[src/rtl/prog1_pkg.sv]
// prog1_pkg: shared constants, FSM states and the SECDED encoder for the Program-1 engine.
package prog1_pkg;
  localparam int NUM_MSG = 15;
  localparam logic [7:0] IN_BASE = 8'd0;
  localparam logic [7:0] OUT_BASE = 8'd30;
  localparam int MEM_DEPTH = 256;
  typedef enum logic [2:0] {IDLE, RD_LO, RD_HI, WR_LO, WR_HI, DONE} state_t;
  function automatic logic [15:0] hamming_encode(input logic [10:0] m);
    logic [11:1] d;
    logic p8, p4, p2, p1, p0;
    d = m;
    p8 = ^d[11:5];
    p4 = ^{d[11:8], d[4:2]};
    p2 = d[11] ^ d[10] ^ d[7] ^ d[6] ^ d[4] ^ d[3] ^ d[1];
    p1 = d[11] ^ d[9] ^ d[7] ^ d[5] ^ d[4] ^ d[2] ^ d[1];
    p0 = ^{d, p8, p4, p2, p1};
    return {d[11:5], p8, d[4:2], p4, d[1], p2, p1, p0};
  endfunction
endpackage

[src/rtl/prog1_if.sv]
// prog1_if: byte-wide memory bus between the engine (master) and the data memory (slave).
interface prog1_if;
  logic [7:0] addr;
  logic [7:0] wdata;
  logic [7:0] rdata;
  logic we;
  modport master (output addr, output wdata, output we, input rdata);
  modport slave (input addr, input wdata, input we, output rdata);
endinterface

[src/rtl/data_mem.sv]
// data_mem: byte memory with combinational read and synchronous write; contents survive reset.
module data_mem
  import prog1_pkg::*;
(
  input logic clk,
  prog1_if.slave bus
);
  logic [7:0] core [0:MEM_DEPTH-1];
  always_ff @(posedge clk)
    if (bus.we) core[bus.addr] <= bus.wdata;
  assign bus.rdata = core[bus.addr];
endmodule

[src/rtl/top_level.sv]
// top_level: encodes NUM_MSG 11-bit messages into 16-bit SECDED codewords, one message every four cycles.
module top_level
  import prog1_pkg::*;
(
  input  logic clk,
  input  logic reset,
  output logic done
);
  prog1_if bus();
  state_t state, nxt;
  logic [3:0] cnt;
  logic [7:0] lo;
  logic [2:0] hi;
  logic [15:0] cw;
  logic [7:0] off;
  data_mem dm1 (.clk(clk), .bus(bus.slave));
  assign off = {3'b000, cnt, 1'b0};
  assign cw = hamming_encode({hi, lo});
  always_ff @(posedge clk or negedge reset)
    if (!reset) begin
      state <= IDLE;
      cnt <= '0;
      done <= 1'b0;
      lo <= '0;
      hi <= '0;
    end else begin
      state <= nxt;
      done <= (nxt == DONE);
      if (state == RD_LO) lo <= bus.rdata;
      if (state == RD_HI) hi <= bus.rdata[2:0];
      if (state == WR_HI && nxt == RD_LO) cnt <= cnt + 4'd1;
    end
  always_comb begin
    nxt = state;
    bus.addr = '0;
    bus.we = 1'b0;
    bus.wdata = '0;
    case (state)
      IDLE: nxt = RD_LO;
      RD_LO: begin
        bus.addr = IN_BASE + off;
        nxt = RD_HI;
      end
      RD_HI: begin
        bus.addr = IN_BASE + off + 8'd1;
        nxt = WR_LO;
      end
      WR_LO: begin
        bus.addr = OUT_BASE + off;
        bus.we = 1'b1;
        bus.wdata = cw[7:0];
        nxt = WR_HI;
      end
      WR_HI: begin
        bus.addr = OUT_BASE + off + 8'd1;
        bus.we = 1'b1;
        bus.wdata = cw[15:8];
        nxt = (cnt == 4'(NUM_MSG - 1)) ? DONE : RD_LO;
      end
      default: nxt = DONE;
    endcase
  end
endmodule

[config.mk]
export PLATFORM = sky130hd
export DESIGN_NAME = top_level
export DESIGN_NICKNAME = d
export VERILOG_FILES = /design/src/rtl/prog1_pkg.sv /design/src/rtl/prog1_if.sv /design/src/rtl/data_mem.sv /design/src/rtl/top_level.sv
export SDC_FILE = /design/constraint.sdc
export NUM_CORES = 1
export LEC_CHECK = 0
export BUFFER_PORTS_ARGS = -buffer_cell sky130_fd_sc_hd__buf_2
export CORE_AREA = 2 2 39 41
export DETAILED_ROUTE_END_ITERATION = 10
export DIE_AREA = 0 0 41 43
export PLACE_DENSITY = 0.48
export SETUP_SLACK_MARGIN = 0.5
export SLEW_MARGIN = 25
export SYNTH_ARGS = -nofsm -noshare
export SYNTH_HDL_FRONTEND = slang
export SYNTH_SLANG_ARGS = --single-unit
[constraint.sdc]
create_clock -name clk -period 1.67 [get_ports clk]
set_clock_uncertainty 0.15 [all_clocks]
set_input_delay 0.334 -clock clk [delete_from_list [all_inputs] [get_ports clk]]
set_output_delay 0.334 -clock clk [all_outputs]
set_load 0.02 [all_outputs]
== After elaboration in Yosys (flattened, before gate mapping) ==
Index checks and enable logic that the tools add are counted.
Word-level totals
  register bits: 8
  input bits: 2
  output and inout port bits: 1
  logic and storage cells: 15
Operators by class
  $add $sub $neg: 1
  equal/unequal tests: 7
  mux-type cells: 2
  reduce and logical (&&, ||, !) cells: 2
Operators with widths (number)
  $pmux W3 S5: 1
  $eq A3 B1 Y1 const B: 2
  $eq A3 B2 Y1 const B: 2
  $eq A3 B3 Y1 const B: 2
  $add A4 B1 Y4 const B: 1
  $eq A4 B4 Y1 const B: 1
  $logic_not A3 Y1: 1
  $mux W3: 1
  $logic_and A1 B1 Y1: 1

== Logic depth before layout (Yosys ltp) ==
Gate-level depths: netlist (run 1).
  word-level depth: 5
  gate-level depth with buffers: 5

== Worst setup path before layout (run 1) ==
No wires, ideal clock.
  kind: register to register
  from: reg state[0]
  to: reg cnt[3]
  setup time: 0.127 ns
  arrival time: 1.101 ns
  data required time: 1.393 ns
  slack: 0.292 ns
  stages on the path, launching flop included: 4
  cell sequence: dfrtp_1 nor3b_4 nand4_1 mux2_1
On the way
  cells in the longest elaborated chain, start to end: 4
  elaborated cells on any way between the ends: 8
  classes of those cells: 5 x eq/ne; 1 x mux; 2 x reduce/logical
Ends and longest elaborated chain
  start, declared: RTL line top_level.sv:10  | state_t state, nxt;
  start signal, assigned: RTL line top_level.sv:27  | state <= nxt;
  $eq A3 B3 Y1, or another cell as far along
  $pmux W3 S5: RTL line top_level.sv:38  | case (state)
  $eq A3 B1 Y1: RTL line top_level.sv:31  | if (state == WR_HI && nxt == RD_LO) cnt <= cnt + 4'd1;
  $logic_and A1 B1 Y1 (*): RTL line top_level.sv:31
  end signal, assigned: RTL line top_level.sv:31
  end, declared: RTL line top_level.sv:11  | logic [3:0] cnt;
Mark *: on every way between the ends. The rest lies on a longest branch, timed or not.
A chain may end at the register's enable or synchronous reset.

== Final worst setup path (run 1) ==
  from: reg state[2]
  to: reg cnt[3]
Same word-level chain as after synthesis.

==> results.py, run 1 <==
metrics = {
    "status": {
        "status": "finished, final reports clean",
    },
    "drt": {
        "vias": 262,
        "vias_per_cell": 4.52,
        "first_pass_iters": 4,
        "wl_per_cell_microns": 11.5,
        "antenna_left": 0,
        "first_iter_violations": 4,
        "routed_wl_microns": 668,
        "drcViolationCount": 0,
    },
    "yosys": {
        "ys.flop_type": "dfrtp_1",
        "synth_cell_types": 16,
        "yosysWarnings": 0,
        "synthesis.area_sq_um": 364,
        "synth_edf_count": 0,
        "synth_nets": 34,
        "ys_async_sr_fraction_pct": 100,
        "syn_avg_cell_area_sq_um": 12.1,
        "syn-instance-count": 30,
        "yosys.area.top_type": "dfrtp_1",
        "yosysTopAreaCellShare_pct": 55.0,
        "yosysSeqAreaShare_pct": 55.0,
        "synth_area_leaders": "dfrtp_1 55%, ha_1 6.9%, nor3b_4 5.2%",
        "synth.ff_latch_count": 8,
    },
    "final_layout": {
        "synthToLayoutAreaGrowth_pct": 39.9,
        "finalNonFillerCells": 58,
        "post-route-cell-area_sq_um": 509,
        "n_fill_cell": 139,
        "nets": 48,
        "antenna-diode-count": 0,
        "drive_gt1_share_pct": 47.6,
    },
    "placed_design": {
        "port_buffers": 2,
        "place_area_sq_um": 399,
        "dp_hpwl_microns": 441,
        "place_inst": 48,
        "gp_congestion": 0.666,
    },
    "timing": {
        "holdWs_ps": 320,
        "rsz0062_at_grt": "yes",
        "maxSlewHeadroom_pct": 87.6,
        "tightestPinTransition_ps": 187,
        "fmax_mhz": 749,
        "final_hold_viol_count": 0,
        "timing.final.setup_violations": 0,
        "tns_ps": 0,
        "slew_viol_final": 0,
        "min_period_ps": 1340,
        "fin_crit_sh_pct": 80.0,
    },
    "global_route": {
        "globalRouteOverflowTotal": 0,
        "grt_max_degree": 9,
        "grt_first_pass_wirelength_microns": 1120,
        "track_usage_pct": 9.93,
        "grt_pass1_vias": 277,
        "antenna_found_initial": 0,
    },
    "setup_path": {
        "path_cells": "nor3b_4, nand4_1, mux2_1",
        "cp_slowest_cell": "dfrtp_1",
        "cp.required_ps": 1650,
        "path_max_fanout": 5,
        "crit_family": "flip-flops",
        "start_kind": "flip-flop",
        "arrival_ps": 1320,
        "path_buf_inv": 0,
        "cp_slowest_stage_delay_ps": 400,
        "setup.worst_path.class": "reg -> reg",
        "endpoint_kind": "flip-flop",
    },
    "power": {
        "leakage_nw": 0.224,
        "power_mw": 0.347,
        "irDropWorstVdd_mv": 0.275,
        "p_per_area_nw_per_um2": 681,
    },
    "clock_network": {
        "cts-root-buf": "clkbuf_4",
        "ctsHtreeMaxLevel": 1,
        "tritoncts": "yes",
        "cts.sinks": 8,
        "insertion_delay_ps": 250,
        "numCtsBuffers": 3,
        "clock_path_buffers": 2,
        "clk_pin_slew_ps": 50,
    },
    "worst_hold_path": {
        "hp-class": "in -> async",
    },
    "flow_run": {
        "cap_violations": 0,
    },
    "floorplan": {
        "die_h_microns": 43,
        "die_x_microns": 41,
        "io_pins": 3,
        "core_area_sq_um": 1380,
        "initial_utilization_pct": 26.3,
        "die-area_sq_um": 1760,
        "rows": 14,
    },
}
## worst reg2reg max path, cell delays in order (launching register included)
cell     delay, ps
dfrtp_1        400
nor3b_4        220
nand4_1        120
mux2_1         330
## metrics by stage
stage | setup slack (ps) | util (%)
6_report | 335 | 36.8
5_1_grt | 279 | 36.8
4_1_cts | 344 | 34.8
3_5_place_dp | 227 | 28.8
3_3_place_gp | 266 | 28.8
2_1_floorplan | 306 | -
## layer usage
metal,share of wire (%),track usage [%]
met5,0,0
met4,1.5,10.0
met3,3.7,1.57
met2,51,13.8
met1,44,11.9
## area by class of cell
type                            instances  area (sq um)  area share, %
Timing Repair Buffer                    9          75.1           14.7
Clock buffer                            3          22.5           4.42
Tap cell                               16          20.0           3.93
Sequential cell                         8           201           39.6
Inverter                                2          7.51           1.47
Multi-Input combinational cell         20           183           35.9
## where the power goes
group,internal [mW],switching [mW]
Clock,0.0821,0.0642
Combinational,0.00240,0.00405
Sequential,0.194,0
Total,0.279,0.0682
## synthesized netlist by cell type (all sizes together) (2+ instances only)
library cell,n
xnor2,2
a21oi,3
a21boi,2
ha,2
dfrtp,8
inv,2
nor2,2
## timing repair
| item | CTS | global route |
|---|---|---|
| pin swaps | 2 | 1 |
| endpoints found under the setup margin | 7 | 7 |
| setup buffers | 5 | 1 |
| hold buffers | 1 | 0 |
| gates cloned | 0 | 0 |
| hold endpoints to repair | 8 | 0 |
| gates resized for setup | 5 | 6 |
## cells in the final DEF (no fill, tap or decap), types with 2 or more instances in the layout
master	n
dfrtp_1	7
inv_1	2
buf_6	2
buf_4	5
a21oi_2	2
clkbuf_4	3
xnor2_1	2
nor2_1	2
## sequential cells by signal (all words and copies together), names as in the netlist
register and flops:
done 1, cnt 4, state 3
## cells by family (layout without fill, tap and decap cells)
group                    Yosys count  count (layout)  synth area share, %
flip-flops                         8               8                 55.0
AND/OR/NAND/NOR                    8               8                 15.5
AO/OA/AOI/OAI                      6               6                 9.96
adder cells (fa/ha/maj)            2               2                 6.87
XOR/XNOR                           2               2                 4.81
multiplexers                       2               2                 5.84
buffers and inverters              2              14                 2.06
## final timing paths
check | start | end | slack, ps | cells past startpoint
setup reg to reg | state[2] | cnt[3] | 330 | 3
hold / removal | reset | cnt[0] | 320 | 2
max in group asynchronous | reset | state[0] | 860 | 2
setup / recovery | state[2] | cnt[3] | 330 | 3
min in group clk | state[2] | state[1] | 360 | 1
hold reg to reg | state[2] | state[1] | 360 | 1
Note: power is estimated with default switching activity, not from simulation.
==> run 2: changes to the inputs <==
clock period = 1.3 ns   (was 1.67 ns; I/O delays follow)
==> results.py, run 2 (synthesis results as in run 1) <==
metrics = {
    "status": {
        "status": "complete, but fails checks",
        "violations": "negative setup slack",
    },
    "timing": {
        "final_hold_viol_count": 0,
        "tns_ps": -4.55,
        "setup_ws_ps": -4.55,
        "timing.final.setup_violations": 1,
        "min_period_ps": 1300,
        "fmax_mhz": 767,
        "maxSlewHeadroom_pct": 87.5,
        "tightestPinTransition_ps": 187,
        "fin_crit_sh_pct": 100,
        "slew_viol_final": 0,
        "rsz0062_at_grt": "yes",
    },
    "drt": {
        "drcViolationCount": 0,
        "vias": 275,
        "wl_met2_microns": 399,
        "wl_met1_microns": 283,
        "antenna_left": 0,
        "wl_met3_microns": 53,
        "top_layer": "met3",
        "wl_per_cell_microns": 11.9,
        "vias_per_cell": 4.44,
        "routed_wl_microns": 735,
        "first_iter_violations": 4,
        "first_pass_iters": 3,
    },
    "global_route": {
        "globalRouteOverflowTotal": 0,
        "antenna_found_initial": 0,
        "grt_pass1_vias": 310,
        "track_usage_pct": 12.3,
        "grt_first_pass_wirelength_microns": 1360,
        "grt_max_degree": 9,
    },
    "final_layout": {
        "post-route-cell-area_sq_um": 557,
        "layout_commonest_cell": "dfrtp_1",
        "nets": 52,
        "max_flop_register": "cnt",
        "synthToLayoutAreaGrowth_pct": 52.9,
        "largest_reg_flops": 4,
        "finalNonFillerCells": 62,
        "reg_top3": "cnt x4, state x3, done x1",
        "final_cell_mix": "8 x dfrtp_1, 7 x buf_4, 4 x buf_6, 3 x clkbuf_4",
        "n_fill_cell": 137,
        "drive_gt1_share_pct": 52.2,
        "antenna-diode-count": 0,
    },
    "placed_design": {
        "gp_congestion": 0.668,
        "dp_hpwl_microns": 473,
        "port_buffers": 2,
        "place_area_sq_um": 447,
        "place_inst": 54,
        "dpl_worst_slack_ps": -13.5,
    },
    "power": {
        "p_per_area_nw_per_um2": 791,
        "leakage_nw": 0.265,
        "irDropWorstVdd_mv": 0.617,
    },
    "clock_network": {
        "tritoncts": "yes",
        "cts-root-buf": "clkbuf_4",
        "insertion_delay_ps": 250,
        "cts.sinks": 8,
        "ctsHtreeMaxLevel": 1,
        "numCtsBuffers": 3,
        "clk_pin_slew_ps": 50,
        "clock_path_buffers": 2,
    },
    "setup_path": {
        "r2r_start": "state[1]",
        "arrival_ps": 1290,
        "cp.required_ps": 1280,
        "r2r_slack_ps": -5,
        "path_max_fanout": 2,
        "start_kind": "flip-flop",
        "endpoint_kind": "flip-flop",
        "setup.worst_path.class": "reg -> reg",
        "startpoint": "state[1]",
    },
    "floorplan": {
        "initial_utilization_pct": 26.3,
        "die-area_sq_um": 1760,
        "die_x_microns": 41,
        "die_h_microns": 43,
        "rows": 14,
        "core_area_sq_um": 1380,
        "io_pins": 3,
    },
    "worst_hold_path": {
        "hp-class": "in -> async",
    },
    "flow_run": {
        "cap_violations": 0,
    },
}
## run 2: stage by stage
step / util, % / hold slack [ps] / total power, mW
after CTS: 39.7 / 235 / 0.451
after global routing: 40.2 / 235 / 0.467
after detailed placement: 32.3 / -37.0 / 0.260
after floorplan: - / -186 / 0.254
final: 40.2 / 230 / 0.441
after global placement: 32.3 / -39.9 / 0.260
## run 2: critical path: stages, from the launching register on
cell and delay, ps:
dfrtp_1 400, nor3b_4 200, nand4_1 120, mux2_1 320
## run 2: path summary, 6_finish.rpt
check	endpoint	cells past startpoint
setup / recovery	cnt[3]	3
hold / removal	cnt[2]	2
setup reg to reg	cnt[3]	3
hold reg to reg	state[1]	2
max in group asynchronous	state[1]	2
min in group clk	state[1]	2
## run 2: report_power, final
| group | leakage [nW] | internal [mW] | switching, mW |
|---|---|---|---|
| Sequential | 0.0973 | 0.249 | 0 |
| Combinational | 0.154 | 0.00307 | 0.00496 |
| Clock | 0.0138 | 0.105 | 0.0779 |
## run 2: what timing repair did
action | in CTS | in global routing
endpoints found under the hold margin | 8 | 0
hold buffers | 1 | 0
endpoints found under the setup margin | 9 | 9
buffers inserted | 3 | 1
resized for setup | 11 | 0
pin swaps | 2 | 0
## run 2: layout make-up
type                            count  area (sq um)  area share, %
Multi-Input combinational cell     20           194           34.8
Sequential cell                     8           200           36.0
Timing Repair Buffer               13           113           20.2
Tap cell                           16          20.0           3.60
Inverter                            2          7.51           1.35
Clock buffer                        3          22.5           4.04
## run 2: layer usage
metal / GRT usage (%) / up-vias
met4: 4.00 / 0
met3: 7.85 / 0
met5: 0 / -
met1: 13.0 / 132
met2: 19.1 / 7
li1: - / 136
